**src/rtl/riscv_wb_pkg.sv**
```systemverilog
// Shared types and constants for the RISC-V write-back stage.
// Optional feature macro: RISCV_WB_DMEM_TIMEOUT_EN (data-memory response timeout).
package riscv_wb_pkg;

  localparam int unsigned ILEN           = 32;
  localparam int unsigned EXCEPTION_SIZE = 16;

  localparam int unsigned EXC_LOAD_ACCESS_FAULT  = 5;
  localparam int unsigned EXC_STORE_ACCESS_FAULT = 7;

  localparam logic [6:0] OPC_LOAD   = 7'b000_0011;
  localparam logic [6:0] OPC_STORE  = 7'b010_0011;
  localparam logic [6:0] OPC_OP     = 7'b011_0011;
  localparam logic [6:0] OPC_OP_IMM = 7'b001_0011;
  localparam logic [6:0] OPC_LUI    = 7'b011_0111;
  localparam logic [6:0] OPC_AUIPC  = 7'b001_0111;
  localparam logic [6:0] OPC_JAL    = 7'b110_1111;
  localparam logic [6:0] OPC_JALR   = 7'b110_0111;
  localparam logic [6:0] OPC_SYSTEM = 7'b111_0011;

  localparam logic [2:0] F3_LB  = 3'b000;
  localparam logic [2:0] F3_LH  = 3'b001;
  localparam logic [2:0] F3_LW  = 3'b010;
  localparam logic [2:0] F3_LBU = 3'b100;
  localparam logic [2:0] F3_LHU = 3'b101;

  typedef enum logic {
    IDLE = 1'b0,
    WAIT = 1'b1
  } wb_state_t;

  // Opcodes that produce a register-file result.
  function automatic logic writes_rd(input logic [6:0] opc);
    case (opc)
      OPC_LOAD, OPC_OP, OPC_OP_IMM, OPC_LUI,
      OPC_AUIPC, OPC_JAL, OPC_JALR, OPC_SYSTEM: writes_rd = 1'b1;
      default:                                  writes_rd = 1'b0;
    endcase
  endfunction

endpackage

```
**src/rtl/riscv_wb_if.sv**
```systemverilog
// MEM->WB, data-memory response and register-file write signals of the write-back stage.
// master drives the MEM/dmem side; slave is the write-back stage itself.
interface riscv_wb_if
  import riscv_wb_pkg::*;
#(
  parameter int unsigned XLEN = 32
) ();

  logic [XLEN-1:0]           mem_pc;
  logic [ILEN-1:0]           mem_instr;
  logic                      mem_bubble;
  logic [EXCEPTION_SIZE-1:0] mem_exception;
  logic [XLEN-1:0]           mem_r;
  logic [XLEN-1:0]           mem_memadr;

  logic                      dmem_ack;
  logic                      dmem_err;
  logic [XLEN-1:0]           dmem_q;

  logic                      wb_stall;
  logic [XLEN-1:0]           wb_pc;
  logic [ILEN-1:0]           wb_instr;
  logic                      wb_bubble;
  logic [EXCEPTION_SIZE-1:0] wb_exception;
  logic                      wb_we;
  logic [4:0]                wb_dst;
  logic [XLEN-1:0]           wb_r;

  modport master (
    output mem_pc, mem_instr, mem_bubble, mem_exception, mem_r, mem_memadr,
    output dmem_ack, dmem_err, dmem_q,
    input  wb_stall, wb_pc, wb_instr, wb_bubble, wb_exception, wb_we, wb_dst, wb_r
  );

  modport slave (
    input  mem_pc, mem_instr, mem_bubble, mem_exception, mem_r, mem_memadr,
    input  dmem_ack, dmem_err, dmem_q,
    output wb_stall, wb_pc, wb_instr, wb_bubble, wb_exception, wb_we, wb_dst, wb_r
  );

endinterface

```
**src/rtl/riscv_wb_ldalign.sv**
```systemverilog
// Load data alignment: picks the addressed byte/half-word lane and sign/zero-extends it.
module riscv_wb_ldalign
  import riscv_wb_pkg::*;
#(
  parameter int unsigned XLEN = 32
) (
  input  logic [2:0]      funct3,
  input  logic [1:0]      adr,
  input  logic [XLEN-1:0] q,
  output logic [XLEN-1:0] r_c
);

  logic [7:0]  byte_c;
  logic [15:0] half_c;

  // Lane selection; half-words only look at adr[1].
  always_comb begin
    byte_c = q[7:0];
    case (adr)
      2'd0:    byte_c = q[7:0];
      2'd1:    byte_c = q[15:8];
      2'd2:    byte_c = q[23:16];
      default: byte_c = q[31:24];
    endcase
    half_c = adr[1] ? q[31:16] : q[15:0];
  end

  always_comb begin
    r_c = q;
    case (funct3)
      F3_LB:   r_c = {{(XLEN-8){byte_c[7]}}, byte_c};
      F3_LBU:  r_c = {{(XLEN-8){1'b0}}, byte_c};
      F3_LH:   r_c = {{(XLEN-16){half_c[15]}}, half_c};
      F3_LHU:  r_c = {{(XLEN-16){1'b0}}, half_c};
      default: r_c = q;
    endcase
  end

endmodule

```
**src/rtl/riscv_wb.sv**
```systemverilog
// RISC-V write-back stage: waits for data-memory responses, aligns load data, drives the RF write port.
// Optional macro RISCV_WB_DMEM_TIMEOUT_EN: retire a memory access as faulted after DMEM_TIMEOUT stall cycles.
module riscv_wb
  import riscv_wb_pkg::*;
#(
  parameter int unsigned XLEN         = 32,
  parameter int unsigned PC_INIT      = 32'h200,
  parameter int unsigned DMEM_TIMEOUT = 255
) (
  input  logic        clk,
  input  logic        rstn,
  riscv_wb_if.slave   bus
);

  localparam logic [EXCEPTION_SIZE-1:0] LD_FAULT_MASK =
    EXCEPTION_SIZE'(1) << EXC_LOAD_ACCESS_FAULT;
  localparam logic [EXCEPTION_SIZE-1:0] ST_FAULT_MASK =
    EXCEPTION_SIZE'(1) << EXC_STORE_ACCESS_FAULT;

  wb_state_t                 state, state_n;
  logic [6:0]                opcode_c;
  logic [2:0]                funct3_c;
  logic [4:0]                dst_c;
  logic                      is_load_c, is_store_c;
  logic                      squash_c, memop_c, tmo_c, stall_c, fault_c, we_c;
  logic [EXCEPTION_SIZE-1:0] exc_c;
  logic [XLEN-1:0]           ld_r_c, r_c;
  logic                      unused_adr;

  assign opcode_c   = bus.mem_instr[6:0];
  assign funct3_c   = bus.mem_instr[14:12];
  assign dst_c      = bus.mem_instr[11:7];
  assign is_load_c  = (opcode_c == OPC_LOAD);
  assign is_store_c = (opcode_c == OPC_STORE);
  assign unused_adr = ^bus.mem_memadr[XLEN-1:2];

  // A retiring exception flushes MEM, so whatever sits there now is discarded.
  assign squash_c = |bus.wb_exception;
  assign memop_c  = !bus.mem_bubble && ~|bus.mem_exception && !squash_c
                    && (is_load_c || is_store_c);

  assign stall_c     = memop_c && !bus.dmem_ack && !tmo_c;
  assign bus.wb_stall = rstn && stall_c;

`ifdef RISCV_WB_DMEM_TIMEOUT_EN
  localparam int unsigned CNT_W = $clog2(DMEM_TIMEOUT + 1);

  logic [CNT_W-1:0] cnt, cnt_n;

  // Counts stall cycles of the pending access; reaching DMEM_TIMEOUT releases the stall.
  assign tmo_c = (state == WAIT) && (cnt == CNT_W'(DMEM_TIMEOUT));

  always_comb begin
    cnt_n = '0;
    if (stall_c) cnt_n = (state == IDLE) ? CNT_W'(1) : cnt + CNT_W'(1);
  end

  always_ff @(posedge clk or negedge rstn) begin
    if (!rstn) cnt <= '0;
    else       cnt <= cnt_n;
  end
`else
  logic unused_tmo;

  assign tmo_c      = 1'b0;
  assign unused_tmo = ^32'(DMEM_TIMEOUT);
`endif

  always_ff @(posedge clk or negedge rstn) begin
    if (!rstn) state <= IDLE;
    else       state <= state_n;
  end

  always_comb begin
    state_n = state;
    case (state)
      IDLE:    if (stall_c)  state_n = WAIT;
      WAIT:    if (!stall_c) state_n = IDLE;
      default: state_n = IDLE;
    endcase
  end

  riscv_wb_ldalign #(
    .XLEN (XLEN)
  ) u_ldalign (
    .funct3 (funct3_c),
    .adr    (bus.mem_memadr[1:0]),
    .q      (bus.dmem_q),
    .r_c    (ld_r_c)
  );

  // A timeout is reported exactly like an error response.
  assign fault_c = memop_c && ((bus.dmem_ack && bus.dmem_err) || tmo_c);

  always_comb begin
    exc_c = bus.mem_exception;
    if (fault_c) exc_c = exc_c | (is_load_c ? LD_FAULT_MASK : ST_FAULT_MASK);
  end

  assign r_c  = is_load_c ? ld_r_c : bus.mem_r;
  assign we_c = !bus.mem_bubble && ~|exc_c && (dst_c != 5'd0) && writes_rd(opcode_c);

  always_ff @(posedge clk or negedge rstn) begin
    if (!rstn) begin
      bus.wb_pc        <= XLEN'(PC_INIT);
      bus.wb_instr     <= '0;
      bus.wb_bubble    <= 1'b1;
      bus.wb_exception <= '0;
      bus.wb_we        <= 1'b0;
      bus.wb_dst       <= '0;
      bus.wb_r         <= '0;
    end else if (!stall_c) begin
      bus.wb_pc        <= bus.mem_pc;
      bus.wb_instr     <= bus.mem_instr;
      bus.wb_bubble    <= bus.mem_bubble || squash_c;
      bus.wb_exception <= squash_c ? '0 : exc_c;
      bus.wb_we        <= we_c && !squash_c;
      bus.wb_dst       <= dst_c;
      bus.wb_r         <= r_c;
    end
  end

endmodule
```
**src/flat_wrapper.sv**
```systemverilog
// flat-port wrapper written by rule: the top's interface ports become plain ports
module riscv_wb_flat import riscv_wb_pkg::*;
#(
  parameter int unsigned XLEN         = 32,
  parameter int unsigned PC_INIT      = 32'h200,
  parameter int unsigned DMEM_TIMEOUT = 255
)
  (clk, rstn, bus_mem_pc, bus_mem_instr, bus_mem_bubble, bus_mem_exception, bus_mem_r, bus_mem_memadr, bus_dmem_ack, bus_dmem_err, bus_dmem_q, bus_wb_stall, bus_wb_pc, bus_wb_instr, bus_wb_bubble, bus_wb_exception, bus_wb_we, bus_wb_dst, bus_wb_r);
  riscv_wb_if #(.XLEN(XLEN)) bus_i ();
  input  logic clk;
  input  logic rstn;
  input wire logic [$bits(bus_i.mem_pc)-1:0] bus_mem_pc;
  input wire logic [$bits(bus_i.mem_instr)-1:0] bus_mem_instr;
  input wire logic [$bits(bus_i.mem_bubble)-1:0] bus_mem_bubble;
  input wire logic [$bits(bus_i.mem_exception)-1:0] bus_mem_exception;
  input wire logic [$bits(bus_i.mem_r)-1:0] bus_mem_r;
  input wire logic [$bits(bus_i.mem_memadr)-1:0] bus_mem_memadr;
  input wire logic [$bits(bus_i.dmem_ack)-1:0] bus_dmem_ack;
  input wire logic [$bits(bus_i.dmem_err)-1:0] bus_dmem_err;
  input wire logic [$bits(bus_i.dmem_q)-1:0] bus_dmem_q;
  output wire logic [$bits(bus_i.wb_stall)-1:0] bus_wb_stall;
  output wire logic [$bits(bus_i.wb_pc)-1:0] bus_wb_pc;
  output wire logic [$bits(bus_i.wb_instr)-1:0] bus_wb_instr;
  output wire logic [$bits(bus_i.wb_bubble)-1:0] bus_wb_bubble;
  output wire logic [$bits(bus_i.wb_exception)-1:0] bus_wb_exception;
  output wire logic [$bits(bus_i.wb_we)-1:0] bus_wb_we;
  output wire logic [$bits(bus_i.wb_dst)-1:0] bus_wb_dst;
  output wire logic [$bits(bus_i.wb_r)-1:0] bus_wb_r;
  assign bus_i.mem_pc = bus_mem_pc;
  assign bus_i.mem_instr = bus_mem_instr;
  assign bus_i.mem_bubble = bus_mem_bubble;
  assign bus_i.mem_exception = bus_mem_exception;
  assign bus_i.mem_r = bus_mem_r;
  assign bus_i.mem_memadr = bus_mem_memadr;
  assign bus_i.dmem_ack = bus_dmem_ack;
  assign bus_i.dmem_err = bus_dmem_err;
  assign bus_i.dmem_q = bus_dmem_q;
  assign bus_wb_stall = bus_i.wb_stall;
  assign bus_wb_pc = bus_i.wb_pc;
  assign bus_wb_instr = bus_i.wb_instr;
  assign bus_wb_bubble = bus_i.wb_bubble;
  assign bus_wb_exception = bus_i.wb_exception;
  assign bus_wb_we = bus_i.wb_we;
  assign bus_wb_dst = bus_i.wb_dst;
  assign bus_wb_r = bus_i.wb_r;
  riscv_wb #(.XLEN(XLEN), .PC_INIT(PC_INIT), .DMEM_TIMEOUT(DMEM_TIMEOUT)) u_core (.clk(clk), .rstn(rstn), .bus(bus_i));
endmodule
```
**config.mk**
```make
export PLATFORM = sky130hd
export DESIGN_NAME = riscv_wb_flat
export DESIGN_NICKNAME = d
export VERILOG_FILES = /design/src/rtl/riscv_wb_pkg.sv /design/src/rtl/riscv_wb_if.sv /design/src/rtl/riscv_wb_ldalign.sv /design/src/rtl/riscv_wb.sv /design/src/flat_wrapper.sv
export SDC_FILE = /design/constraint.sdc
export NUM_CORES = 1
export LEC_CHECK = 0
export BUFFER_PORTS_ARGS = -buffer_cell sky130_fd_sc_hd__buf_4
export CORE_MARGIN = 2
export CORE_UTILIZATION = 40
export DETAILED_ROUTE_END_ITERATION = 7
export GPL_TIMING_DRIVEN = 0
export PLACE_DENSITY_LB_ADDON = 0.1
export RECOVER_POWER = 50
export SETUP_SLACK_MARGIN = 0.2
export SLEW_MARGIN = 40
export SYNTH_ARGS = -nofsm -noshare
export SYNTH_HDL_FRONTEND = slang
export SYNTH_SLANG_ARGS = --single-unit
```
**constraint.sdc**
```tcl
create_clock -name clk -period 2.15 [get_ports clk]
set_input_delay 0.1075 -clock clk [delete_from_list [all_inputs] [get_ports clk]]
set_output_delay 0.1075 -clock clk [all_outputs]
set_load 0.1 [all_outputs]
```
==> results.txt <==
----------------------------------------------------
[Run status]
  Status ... finished with violations
  Failing checks ... negative setup slack

[Timing]
  Clock period minus worst slack ... 2340 ps
  Slew Viols, Final ... 0
  Final Worst Setup Slack ... -189.7 ps
  Highest attainable clock frequency ... 427.4 MHz
  Worst hold margin ... 16.27 ps
  Final setup violation count ... 83
  Slew at the pin closest to its max-slew limit ... 651.1 ps
  Tcrit/Tclk final ... 108.8%
  Final worst clock skew ... 5.861 ps
  Number of endpoints with negative hold slack in the final report ... 0
  RSZ-0062 raised after global routing ... true
  Worst-case headroom to the max-slew limit ... 56.60%

[GRT]
  Initial antenna violation count ... 0
  Remaining Overflow, GRT ... 0
  Number of global-route vias before repair ... 6067
  Maximum number of pins on one net before global-route repair ... 73
  Wire length of the first global-routing pass ... 30960 µm
  Overall routing resource usage ... 28.23%

[Logic synthesis]
  Sequential area share after synthesis ... 55.11%
  Cell Area, Synth ... 5181 µm²
  Mean instance size in the synthesized netlist ... 8.964 µm²
  Number of different library cells in the post-synthesis netlist ... 40
  Async set-or-reset flop fraction in the synthesized netlist ... 100.0%
  Count of yosys warnings during synthesis ... 0
  Count of mapped cells out of synthesis ... 578
  Net Count, Synth ... 759
  Post-synth EDFFs ... 0
  Synthesized flop and latch total ... 114
  Primary flip-flop cell chosen by synthesis mapping ... sky130_fd_sc_hd__dfrtp_1

[Floorplan]
  Die footprint ... 13880 µm²
  Starting Density ... 41.06%
  Die W ... 117.8 µm
  I/O Pins ... 301
  Die boundary height ... 117.8 µm
  Row count ... 41
  Placeable core area ... 12620 µm²

[Setup path]
  End of the worst register-to-register path ... u_core.bus.wb_pc[28]
  Worst endpoint required time ... 2450 ps
  Critical path startpoint category ... flip-flop
  Worst reg2reg setup slack ... -190 ps
  Reg-to-reg critical path startpoint ... u_core.bus.wb_exception[9]
  CP arrival ... 2640 ps
  Worst setup path category ... reg -> reg
  Register-to-Register Path Depth ... 10
  Worst Setup End Kind ... flip-flop
  Maximum fanout along the worst path ... 9

[Power and ir drop]
  Combinational share of power ... 24.6%
  Clock power share ... 40.7%
  Leakage power figure ... 4.860 nW
  Sw Pwr ... 2.136 mW
  Sequential group share of total power ... 34.7%
  Switching share of power ... 32.06%
  Worst vdd rail ir drop ... 0.4798 mV
  P_int ... 4.526 mW
  Power per unit of standard cell area ... 666.8 nW/µm²

[Clock network]
  CTS buffer count ... 17
  Clock edge transition at the registers on the reported setup and hold paths ... 50 ps
  TritonCTS clock tree ... done
  Clock buffer depth ... 2
  H-Tree Level Count ... 4
  Clock Latency Late Sink ... 410 ps
  CTS root buf ... sky130_fd_sc_hd__clkbuf_16
  TritonCTS Sinks ... 114

[Drt]
  Antenna Nets Post-Route ... 0
  Detailed Route Iter0 Violations ... 302
  Number of vias per cell after detailed routing ... 5.111
  Via Count ... 6021
  Total routed wirelength ... 21180 µm
  Total DRC errors in the routed layout ... 0
  Routed wirelength normalized by instance count ... 17.98 µm
  Router iterations before antenna repair ... 5

[Job]
  Number of max-cap violations ... 0

[Finish]
  Share of cells above drive strength 1 ... 45.23%
  Most frequent cells in the layout ... sky130_fd_sc_hd__buf_4 (282), sky130_fd_sc_hd__nand2_1 (165), sky130_fd_sc_hd__dlygate4sd3_1 (102)
  Final layout net count ... 1174
  Synth-to-Final Area Change ... 92.85%
  Final std cells w/o fill ... 1178
  Most common cell after layout, fill and taps aside ... sky130_fd_sc_hd__buf_4
  Final core utilization ... 79.18%
  Number of inserted diodes ... 0

[Hold path]
  Cells on Worst Hold Path ... 3
  Worst Hold Path EP ... u_core.bus.wb_r[16]
  Hold path startpoint ... bus_mem_r[16]
  Type of the worst min-delay path ... in -> reg

[Placed design]
  Cell Count Post-Placement ... 1020
  Setup slack at placement ... -338.0 ps
  Final estimated routing congestion in global placement ... 0.8864
  I/O Buffers ... 269
  DP Wirelength ... 13290 µm

----------------------------------------------------
==> flip-flops by register name, summed over array words and instances, names as in the netlist <==
name	flops
u_core.bus.wb_pc	32
u_core.bus.wb_r	32
u_core.bus.wb_instr	28
u_core.bus.wb_exception	16
u_core.bus.wb_dst	4
u_core.bus.wb_bubble	1
u_core.bus.wb_we	1
==> synthesized netlist by cell type, drive strengths merged, types with 2 or more instances <==
cell type	n	area [µm²]
buf	21	128.9
dfstp	2	52.55
dfrtp	112	2803
nor3	3	15.01
a41oi	16	140.1
mux2	3	33.78
nor4	10	62.56
a31oi	14	87.58
a2bb2oi	8	70.07
nand2	207	777.0
a211oi	14	105.1
o221ai	7	61.31
or3	2	12.51
nand3	16	80.08
inv	11	41.29
nand4	3	18.77
a21oi	11	55.05
o21a	3	22.52
nor2b	11	68.82
and2	16	100.1
nor2	36	135.1
a21o	10	75.07
o21ai	5	25.02
or4	4	33.78
clkbuf	22	82.58
==> per-layer routing <==
metal | GRT usage [%] | routed length, µm | vias up
li1 | - | - | 2798
met1 | 34.57 | 8530 | 2933
met2 | 47.67 | 10840 | 263
met3 | 7.655 | 1400 | 27
met4 | 10.62 | 405 | 0
met5 | 0 | 0 | -
==> logic make-up (layout without fill, tap and decap cells) <==
group | count (synthesis) | after routing | share of synthesized area [%]
AO/OA/AOI/OAI | 96 | 96 | 13.79
buffers and inverters | 55 | 483 | 4.950
flip-flops | 114 | 114 | 55.11
multiplexers | 3 | 3 | 0.6520
AND/OR/NAND/NOR | 310 | 310 | 25.50
==> worst max-delay path: stages, from the launching register on <==
cell and delay, ps:
sky130_fd_sc_hd__dfrtp_4 490, sky130_fd_sc_hd__nor4_4 280, sky130_fd_sc_hd__nand4_1 150, sky130_fd_sc_hd__buf_4 170, sky130_fd_sc_hd__buf_6 110, sky130_fd_sc_hd__or4_4 430, sky130_fd_sc_hd__buf_12 180, sky130_fd_sc_hd__clkbuf_16 160
sky130_fd_sc_hd__clkbuf_16 150, sky130_fd_sc_hd__nand2_2 50, sky130_fd_sc_hd__nand2_1 50
==> power groups by stage <==
stage | sequential, mW | clock (mW) | combinational [mW]
detailed placement | 2.34 | 0 | 1.44
floorplan | 3.03 | 0 | 0.228
finish | 2.31 | 2.71 | 1.64
global route | 2.32 | 2.84 | 1.71
CTS | 2.30 | 2.75 | 1.60
global placement | 2.33 | 0 | 1.42
==> per-stage QoR <==
stage	area [µm²]	power, mW	TNS, ps
global route	9992	6.859	-18350
finish	9992	6.662	-10360
CTS	9334	6.651	-11570
global placement	7491	3.754	-22480
detailed placement	7532	3.779	-24390
floorplan	5256	3.257	-5941
==> final cells by class <==
type	instances	area [µm²]
Multi-Input combinational cell	409	2427
Timing Repair Buffer	396	3438
Fill cell	800	2628
Clock inverter	9	78.83
Clock buffer	23	498.0
Sequential cell	114	2888
Buffer	43	401.6
Tap cell	172	215.2
Inverter	12	45.04
==> worst max path at each step <==
stage                                            from                       to  cells after the start
after detailed placement   u_core.bus.wb_exception[2]  u_core.bus.wb_instr[17]                      7
after CTS                  u_core.bus.wb_exception[9]             bus_wb_stall                      7
after floorplan           u_core.bus.wb_exception[14]  u_core.bus.wb_instr[13]                      8
after global placement    u_core.bus.wb_exception[14]  u_core.bus.wb_instr[13]                      7
after global routing       u_core.bus.wb_exception[1]             bus_wb_stall                      7
final                      u_core.bus.wb_exception[9]     u_core.bus.wb_pc[28]                     10
==> repair_timing <==
action                                  4_1_cts  5_1_grt
endpoints found under the hold margin       188        0
buffers inserted                              5       10
pin swaps                                     3       11
hold buffers                                102        0
endpoints found under the setup margin      107      107
cloned                                        0        9
resized for setup                            33      113
(Power assumes the default switching activity.)
